--- src/rtl/a2d_seq.sv ---
// A2D conversion sequencer: paces conversions from a programmable period, walks
// a masked channel set round-robin, captures results and flags stalled conversions.
`timescale 1ns/1ps
module a2d_seq #(
  parameter int  NUM_CH = 3,
  parameter int  DATA_W = 12,
  parameter int  PER_W  = 19,
  parameter int  TMO    = 1024,
  localparam int CH_W   = (NUM_CH > 1) ? $clog2(NUM_CH) : 1
) (
  input  logic                     clk,
  input  logic                     rst,
  input  logic                     en,
  input  logic [NUM_CH-1:0]        ch_mask,
  input  logic [PER_W-1:0]         period,
  output logic                     strt_cnv,
  output logic [CH_W-1:0]          chnnl,
  input  logic                     cnv_cmplt,
  input  logic [DATA_W-1:0]        res,
  output logic [NUM_CH*DATA_W-1:0] ch_data,
  output logic [NUM_CH-1:0]        ch_vld,
  output logic                     nxt,
  output logic                     busy,
  output logic                     timeout_err
);

  localparam int              TMO_W    = $clog2(TMO);
  localparam logic [TMO_W-1:0] TMO_LAST = TMO_W'(TMO - 1);

  typedef enum logic [1:0] {IDLE, START, CONV} state_t;

  state_t           state, state_nxt;
  logic [PER_W-1:0] per_cnt;
  logic [TMO_W-1:0] tmo_cnt;
  logic [CH_W-1:0]  last;
  logic [CH_W-1:0]  pick;
  logic             tick, launch, done, expired, leaving;

  // Smallest enabled index above 'after', wrapping to the smallest enabled index.
  function automatic logic [CH_W-1:0] next_ch(input logic [NUM_CH-1:0] mask,
                                              input logic [CH_W-1:0]   after);
    logic [CH_W-1:0] lowest, above;
    logic            has_above;
    lowest    = '0;
    above     = '0;
    has_above = 1'b0;
    for (int i = NUM_CH - 1; i >= 0; i--) begin
      if (mask[i]) begin
        lowest = CH_W'(i);
        if (i > int'(after)) begin
          above     = CH_W'(i);
          has_above = 1'b1;
        end
      end
    end
    return has_above ? above : lowest;
  endfunction

  function automatic logic [CH_W-1:0] top_ch(input logic [NUM_CH-1:0] mask);
    logic [CH_W-1:0] top;
    top = '0;
    for (int i = 0; i < NUM_CH; i++) begin
      if (mask[i]) top = CH_W'(i);
    end
    return top;
  endfunction

  assign tick    = en && (per_cnt == period);
  assign launch  = (state == IDLE) && tick && (|ch_mask);
  assign pick    = next_ch(ch_mask, last);
  assign done    = (state == CONV) && cnv_cmplt;
  assign expired = (state == CONV) && !cnv_cmplt && (tmo_cnt == TMO_LAST);
  assign leaving = done || expired;

  // NOTE: every sequential block uses non-blocking assignments so all registers
  // update from the same pre-edge values regardless of process ordering.
  always_ff @(posedge clk) begin
    if (rst)              per_cnt <= '0;
    else if (!en || tick) per_cnt <= '0;
    else                  per_cnt <= per_cnt + PER_W'(1);
  end

  always_ff @(posedge clk) begin
    if (rst) state <= IDLE;
    else     state <= state_nxt;
  end

  // NOTE: the comb block assigns a default first so no path leaves state_nxt
  // unassigned, which would otherwise infer a latch.
  always_comb begin
    state_nxt = state;
    unique case (state)
      IDLE:    if (launch) state_nxt = START;
      START:   state_nxt = CONV;
      CONV:    if (leaving) state_nxt = IDLE;
      default: state_nxt = IDLE;
    endcase
  end

  always_comb begin
    strt_cnv = (state == START);
    busy     = (state != IDLE);
  end

  // NOTE: the result slots are ordinary flops, not a RAM, so they take the
  // reset and read back as zero until first written.
  always_ff @(posedge clk) begin
    if (rst) begin
      chnnl       <= '0;
      last        <= CH_W'(NUM_CH - 1);
      tmo_cnt     <= '0;
      ch_data     <= '0;
      ch_vld      <= '0;
      nxt         <= 1'b0;
      timeout_err <= 1'b0;
    end else begin
      if (launch) chnnl <= pick;

      if (state == START)     tmo_cnt <= '0;
      else if (state == CONV) tmo_cnt <= tmo_cnt + TMO_W'(1);

      if (done) begin
        for (int i = 0; i < NUM_CH; i++) begin
          if (CH_W'(i) == chnnl) begin
            ch_data[i*DATA_W +: DATA_W] <= res;
            ch_vld[i]                   <= 1'b1;
          end
        end
      end

      if (leaving) last <= chnnl;
      if (expired) timeout_err <= 1'b1;

      // End of sweep is judged against the mask as it stands when CONV is left.
      nxt <= leaving && (|ch_mask) && (chnnl == top_ch(ch_mask));
    end
  end

endmodule

--- config.mk ---
export PLATFORM = sky130hd
export DESIGN_NAME = a2d_seq
export DESIGN_NICKNAME = d
export VERILOG_FILES = /design/src/rtl/a2d_seq.sv
export SDC_FILE = /design/constraint.sdc
export NUM_CORES = 1
export LEC_CHECK = 0
export ABC_AREA = 1
export CAP_MARGIN = 10
export CORE_MARGIN = 4
export CORE_UTILIZATION = 35
export CTS_CLUSTER_SIZE = 16
export DETAILED_ROUTE_END_ITERATION = 10
export GPL_TIMING_DRIVEN = 1
export PLACE_DENSITY = 0.69
export SYNTH_ARGS = -nofsm -noshare
export SYNTH_HDL_FRONTEND = slang
export SYNTH_SLANG_ARGS = --single-unit
--- constraint.sdc ---
create_clock -name clk -period 1.5 [get_ports clk]
set_input_delay 0.225 -clock clk [delete_from_list [all_inputs] [get_ports clk]]
set_output_delay 0.225 -clock clk [all_outputs]
set_load 0.05 [all_outputs]
After elaboration in Yosys (flattened, before gate mapping)
Index checks and enable logic that the tools add are counted.
{"block": "word_totals", "output_inout_bits": 45, "word_cells": 66, "register_bits": 76, "input_bits": 38}
{"block": "classes", "n_mux": 18, "magnitude_cmp": 2, "eq_ne": 9, "add_sub_neg": 2, "reduce_logical": 22}
{"cell": "2-bit 2-to-1 mux", "n": 12}
{"cell": "19-bit by 1-bit adder with 19-bit output (second input constant)", "n": 1}
{"cell": "19-bit == test", "n": 1}
{"cell": "10-bit by 1-bit adder with 10-bit output (second input constant)", "n": 1}
{"cell": "10-bit == test (second input constant)", "n": 1}
{"cell": "1-bit logical AND", "n": 8}
{"cell": "2-bit AND reduction", "n": 4}
{"cell": "2-bit case mux with 3 select lines", "n": 1}
{"cell": "1-bit 2-to-1 mux", "n": 5}
{"cell": "2-bit zero test", "n": 2}
{"cell": "2-bit != test (second input constant)", "n": 2}
{"cell": "2-bit OR reduction", "n": 2}
{"cell": "3-bit OR reduction", "n": 1}
{"cell": "1-bit by 2-bit == test with 1-bit output (first input constant)", "n": 1}
{"cell": "2-bit by 1-bit == test with 1-bit output (second input constant)", "n": 1}
{"cell": "2-bit == test", "n": 1}
{"cell": "2-bit == test (first input constant)", "n": 1}
{"cell": "2-bit == test (second input constant)", "n": 1}
{"cell": "1-bit by 2-bit greater-than comparator with 1-bit output (first input constant)", "n": 1}
{"cell": "2-bit greater-than comparator (first input constant)", "n": 1}
{"cell": "1-bit zero test", "n": 2}
{"cell": "1-bit logical OR", "n": 2}
{"cell": "2-bit nonzero test", "n": 1}

Depth between registers and ports, before layout
Gate-level depths: netlist of the first run.
{"block": "depth", "ltp_word": 6, "mapped_depth": 11, "ltp_nobuf": 11}

Least setup slack after synthesis of the first run
No wires, ideal clock.
{"block": "synth_timing", "path_kind": "reg2reg", "startpoint": "reg state[0]", "endpoint": "reg tmo_cnt[6]", "slack_ns": -0.176, "stages_incl_launch_ff": 6, "path_buffers": 0, "required_ns": 1.376, "synth_period_minus_slack_ns": 1.676, "setup_time_ns": 0.124, "arrival_time_ns": 1.552, "cell_sequence": "dfxtp_1 > inv_1 > nor2_1 > nor2_1 > inv_1 > nor3_1"}
{"block": "synth_via", "elab_chain_len": 2, "word_cells_on_any_way": 3, "cone_classes": "2 x eq/ne; 1 x reduce/logical"}
{"item": "start, declared", "line_no": "32", "source": "state_t state, state_nxt;"}
{"item": "start signal, assigned", "line_no": "85", "source": "else state <= state_nxt;"}
{"item": "2-bit by 1-bit == test with 1-bit output"}
{"item": "named net strt_cnv", "line_no": "16", "source": "output logic strt_cnv,"}
{"item": "2-bit OR reduction (no line)"}
{"item": "end signal, assigned", "line_no": "120", "source": "else if (state == CONV) tmo_cnt <= tmo_cnt + TMO_W'(1);"}
{"item": "end, declared", "line_no": "34", "source": "logic [TMO_W-1:0] tmo_cnt;"}
The timed path passes the listed nets, and every way through them passes these cells.
A chain may end at the register's enable or synchronous reset.

Worst setup path after layout of the first run
{"block": "layout_timing", "startpoint": "reg per_cnt[8]", "endpoint": "reg per_cnt[14]"}
{"block": "layout_via", "elab_chain_len": 4, "word_cells_on_any_way": 5, "cone_classes": "1 x add/sub; 1 x eq/ne; 3 x reduce/logical"}
{"item": "start, declared", "line_no": "33", "source": "logic [PER_W-1:0] per_cnt;"}
{"item": "start signal, assigned", "line_no": "80", "source": "else per_cnt <= per_cnt + PER_W'(1);"}
{"item": "parallel branches: the longest is 4 deep, another holds 19-bit by 1-bit adder with 19-bit output"}
Several ways; the timed one is not identified.

==> results of run 1 <==
kinds of logic after synthesis:
family                   after synthesis  share of synthesized area (%)
AND/OR/NAND/NOR                      294                           34.0
flip-flops                            76                           42.2
buffers and inverters                 89                           9.97
AO/OA/AOI/OAI                         63                           8.93
adder cells (fa/ha/maj)                2                          0.695
XOR/XNOR                              17                           4.13
power groups by stage:
stage                     combinational, mW  sequential, mW  clock (mW)
final                                 0.326            2.02        1.84
after floorplan                       0.125            2.07           0
after CTS                             0.315            2.02        1.87
after global routing                  0.359            2.02        1.97
after global placement                0.289            2.07           0
after detailed placement              0.295            2.07           0
path summary, 6_finish.rpt:
path                                   from     endpoint  depth (start not counted)
worst min-delay path            timeout_err  timeout_err                          2
worst min register to register  timeout_err  timeout_err                          2
worst max-delay path             per_cnt[8]  per_cnt[14]                          8
worst max register to register   per_cnt[8]  per_cnt[14]                          8
flip-flops by register name (all words and copies together) (netlist names):
signal and cells:
tmo_cnt 10, ch_vld 3, ch_data 36, nxt 1
last 2, state 2, per_cnt 19, chnnl 2
timeout_err 1
per-layer routing:
metal | share of wire [%] | up-vias | GRT usage [%]
li1 | - | 1936 | -
met1 | 45 | 1726 | 20.7
met2 | 48 | 78 | 30.5
met3 | 5.8 | 14 | 5.46
met4 | 1.5 | 0 | 3.65
met5 | 0 | - | 0
cell type report:
type,instances,area share (%)
Multi-Input combinational cell,378,36.2
Sequential cell,76,28.9
Timing Repair Buffer,131,22.2
Inverter,75,5.27
Tap cell,133,3.11
Clock buffer,10,2.57
Clock inverter,6,1.76
metrics by stage:
step                      hold WS (ns)  cell area (um2)
after global placement           0.444             4830
final                            0.461             5350
after CTS                        0.465             5200
after global routing             0.486             5350
after floorplan                  0.389             3610
after detailed placement         0.451             4830
worst register-to-register path: cells and delay by family (launching register included):
| kind | cells | cell delay [ns] |
|---|---|---|
| flops | 1 | 0.39 |
| buf+inv | 2 | 0.22 |
| simple gates | 5 | 0.65 |
| xor+xnor | 1 | 0.16 |
cell usage in the layout, fill, tap and decap left out, drive strengths merged, types with 2 or more instances in the layout:
cell,instances
ha,2
buf,94
a21oi,18
nor3,13
inv,78
o21ai,42
clkbuf,10
clkdlybuf4s50,37
nand3,26
xnor2,4
xor2,13
dfxtp,76
nand4,7
nand2,118
nor2,129
bufinv,2
timing repair:
| action | in CTS | in global routing |
|---|---|---|
| setup endpoints to repair | 29 | 60 |
| resized for setup | 20 | 51 |
| setup buffers | 4 | 1 |
| cloned | 2 | 0 |
| hold buffers | 0 | 0 |
| pin swaps | 12 | 20 |
==> reports/qor.csv, run 1 <==
metric,value,unit
Synth Cell Area,3600,um2
sequential-to-total area share from yosys stat,42.2,%
cts bufs inserted,9,
Fin. Hold Viols,0,
Sw Share,23.9,%
Synth-to-Final Area Change,48.4,%
CP most frequent cell,nor2_4,
Worst Skew,0.0132,ns
sequential power share,48.2,%
Register Area,1550,um2
flop2flop setup slack,0.02,ns
Crit-path slowest cell,dfxtp_1,
combinational share of power,7.8,%
pre-CTS WS,-0.297,ns
die area,12000,um2
IO Count,83,
Yosys top cell by area,dfxtp_1,
first-pass GRT wire length,16700,um
Non-Filler Instances,809,
Mapped Cells,541,
Core Area,9910,um2
most frequent cells after synthesis,"124 x nor2_1, 116 x nand2_1, 76 x dfxtp_1, 74 x inv_1, 42 x o21ai_0",
Antenna Nets Post-Route,0,
Pleak,2.29,nW
fin worst setup slack,0.0181,ns
Post-Place Cells,787,
RSZ-0062 raised after global routing,true,
fin crit period,1.48,ns
Avg Inst Size Synth,6.66,um2
GP Congestion,0.877,
layout cells sized above 1,25.9,%
max cap viols,0,
H-Tree Depth,3,
largest delay contributor family on the critical path,simple AND/OR/NAND/NOR gates,
Detailed Route Iter0 Violations,120,
Max Fclk,675,MHz
I/O Buffers,82,
Hold Path Class,register to register,
vias in the first global route,3663,
Worst setup SP type,register,
CP Data Arrival Time,1.77,ns
PD cells,782,nW/um2
syn_nets,581,
Sink Count,76,
Die Span Y,109,um
initial antenna violation count,0,
final wirelength,9890,um
Tot GR Track Use,17.3,%
die width,109,um
Rows,36,
Clk pwr share,44.0,%
number of buffers and inverters on the critical path,2,
ANT cells,0,
Worst-path clk slew,0.09,ns
Wirelength per Cell,12.2,um
Synth Warn #,0,
crit path max fanout,4,
Final setup viols,0,
cells along the critical path,buf_4 -> nand4_1 -> nor2_4 -> nand2_4 -> nor2_4 -> xor2_1 -> inv_1 -> nor2_2,
peak supply drop,0.477,mV
Yosys top cell area share,42.2,%
CP endpoint kind,register,
largest net degree at the start of global routing,37,
"EDFF count, synth",0,
Slew @ Worst Pin,0.428,ns
CTS max path bufs,2,
period utilisation layout,98.8,%
fraction of registers with async set/reset,0,%
Yosys cell types,29,
Initial Util,36.4,%
Final Max Slew Viols,0,
GRT overflow,0,
#FFs+latches synth,76,
footprint of the multi-input gates,1930,um2
final core utilization,54.0,%
dominant synthesized flop cell,dfxtp_1,
setup TNS,0,ns
Final Power,4.18,mW
first-pass iteration count of the detailed router,4,
CTS tree,yes,
Net Sw Power,1.00,mW
vias post-DR,3754,
CP required,1.79,ns
kind of critical path,register to register,
Area contributors post-synth,"dfxtp_1 42%, nor2_1 13%, nand2_1 12%",
vias per inst,4.64,
Post-route DRC,0,
Worst-Skew Late Latency,0.35,ns
fillers,937,
Pint,3.18,mW
Slowest Stage Delay on Critical Path,0.39,ns
Slew headroom,71.4,%
nets@finish,711,
Post-DP HPWL,7440,um
status,"complete, no violations",
Root Driver,clkbuf_8,
cell with the most instances after synthesis,nor2_1,
No activity file was read; power rests on OpenSTA's default activity.
==> run 2, diff against run 1 <==
--- a/config.mk
+++ b/config.mk
@@ -11,7 +11,6 @@
 export CORE_UTILIZATION = 35
 export CTS_CLUSTER_SIZE = 16
 export DETAILED_ROUTE_END_ITERATION = 10
-export GPL_TIMING_DRIVEN = 1
 export PLACE_DENSITY = 0.69
 export SYNTH_ARGS = -nofsm -noshare
 export SYNTH_HDL_FRONTEND = slang
==> results of run 2 <==
Same layout as run 1: the final DEF is identical, and so are final timing and power.
==> run 3, diff against run 2 <==
--- a/config.mk
+++ b/config.mk
@@ -9,6 +9,7 @@
 export CAP_MARGIN = 10
 export CORE_MARGIN = 4
 export CORE_UTILIZATION = 35
+export CTS_CLUSTER_DIAMETER = 80
 export CTS_CLUSTER_SIZE = 16
 export DETAILED_ROUTE_END_ITERATION = 10
 export PLACE_DENSITY = 0.69
==> results of run 3 <==
Same layout as run 1: the final DEF is identical, and so are final timing and power.
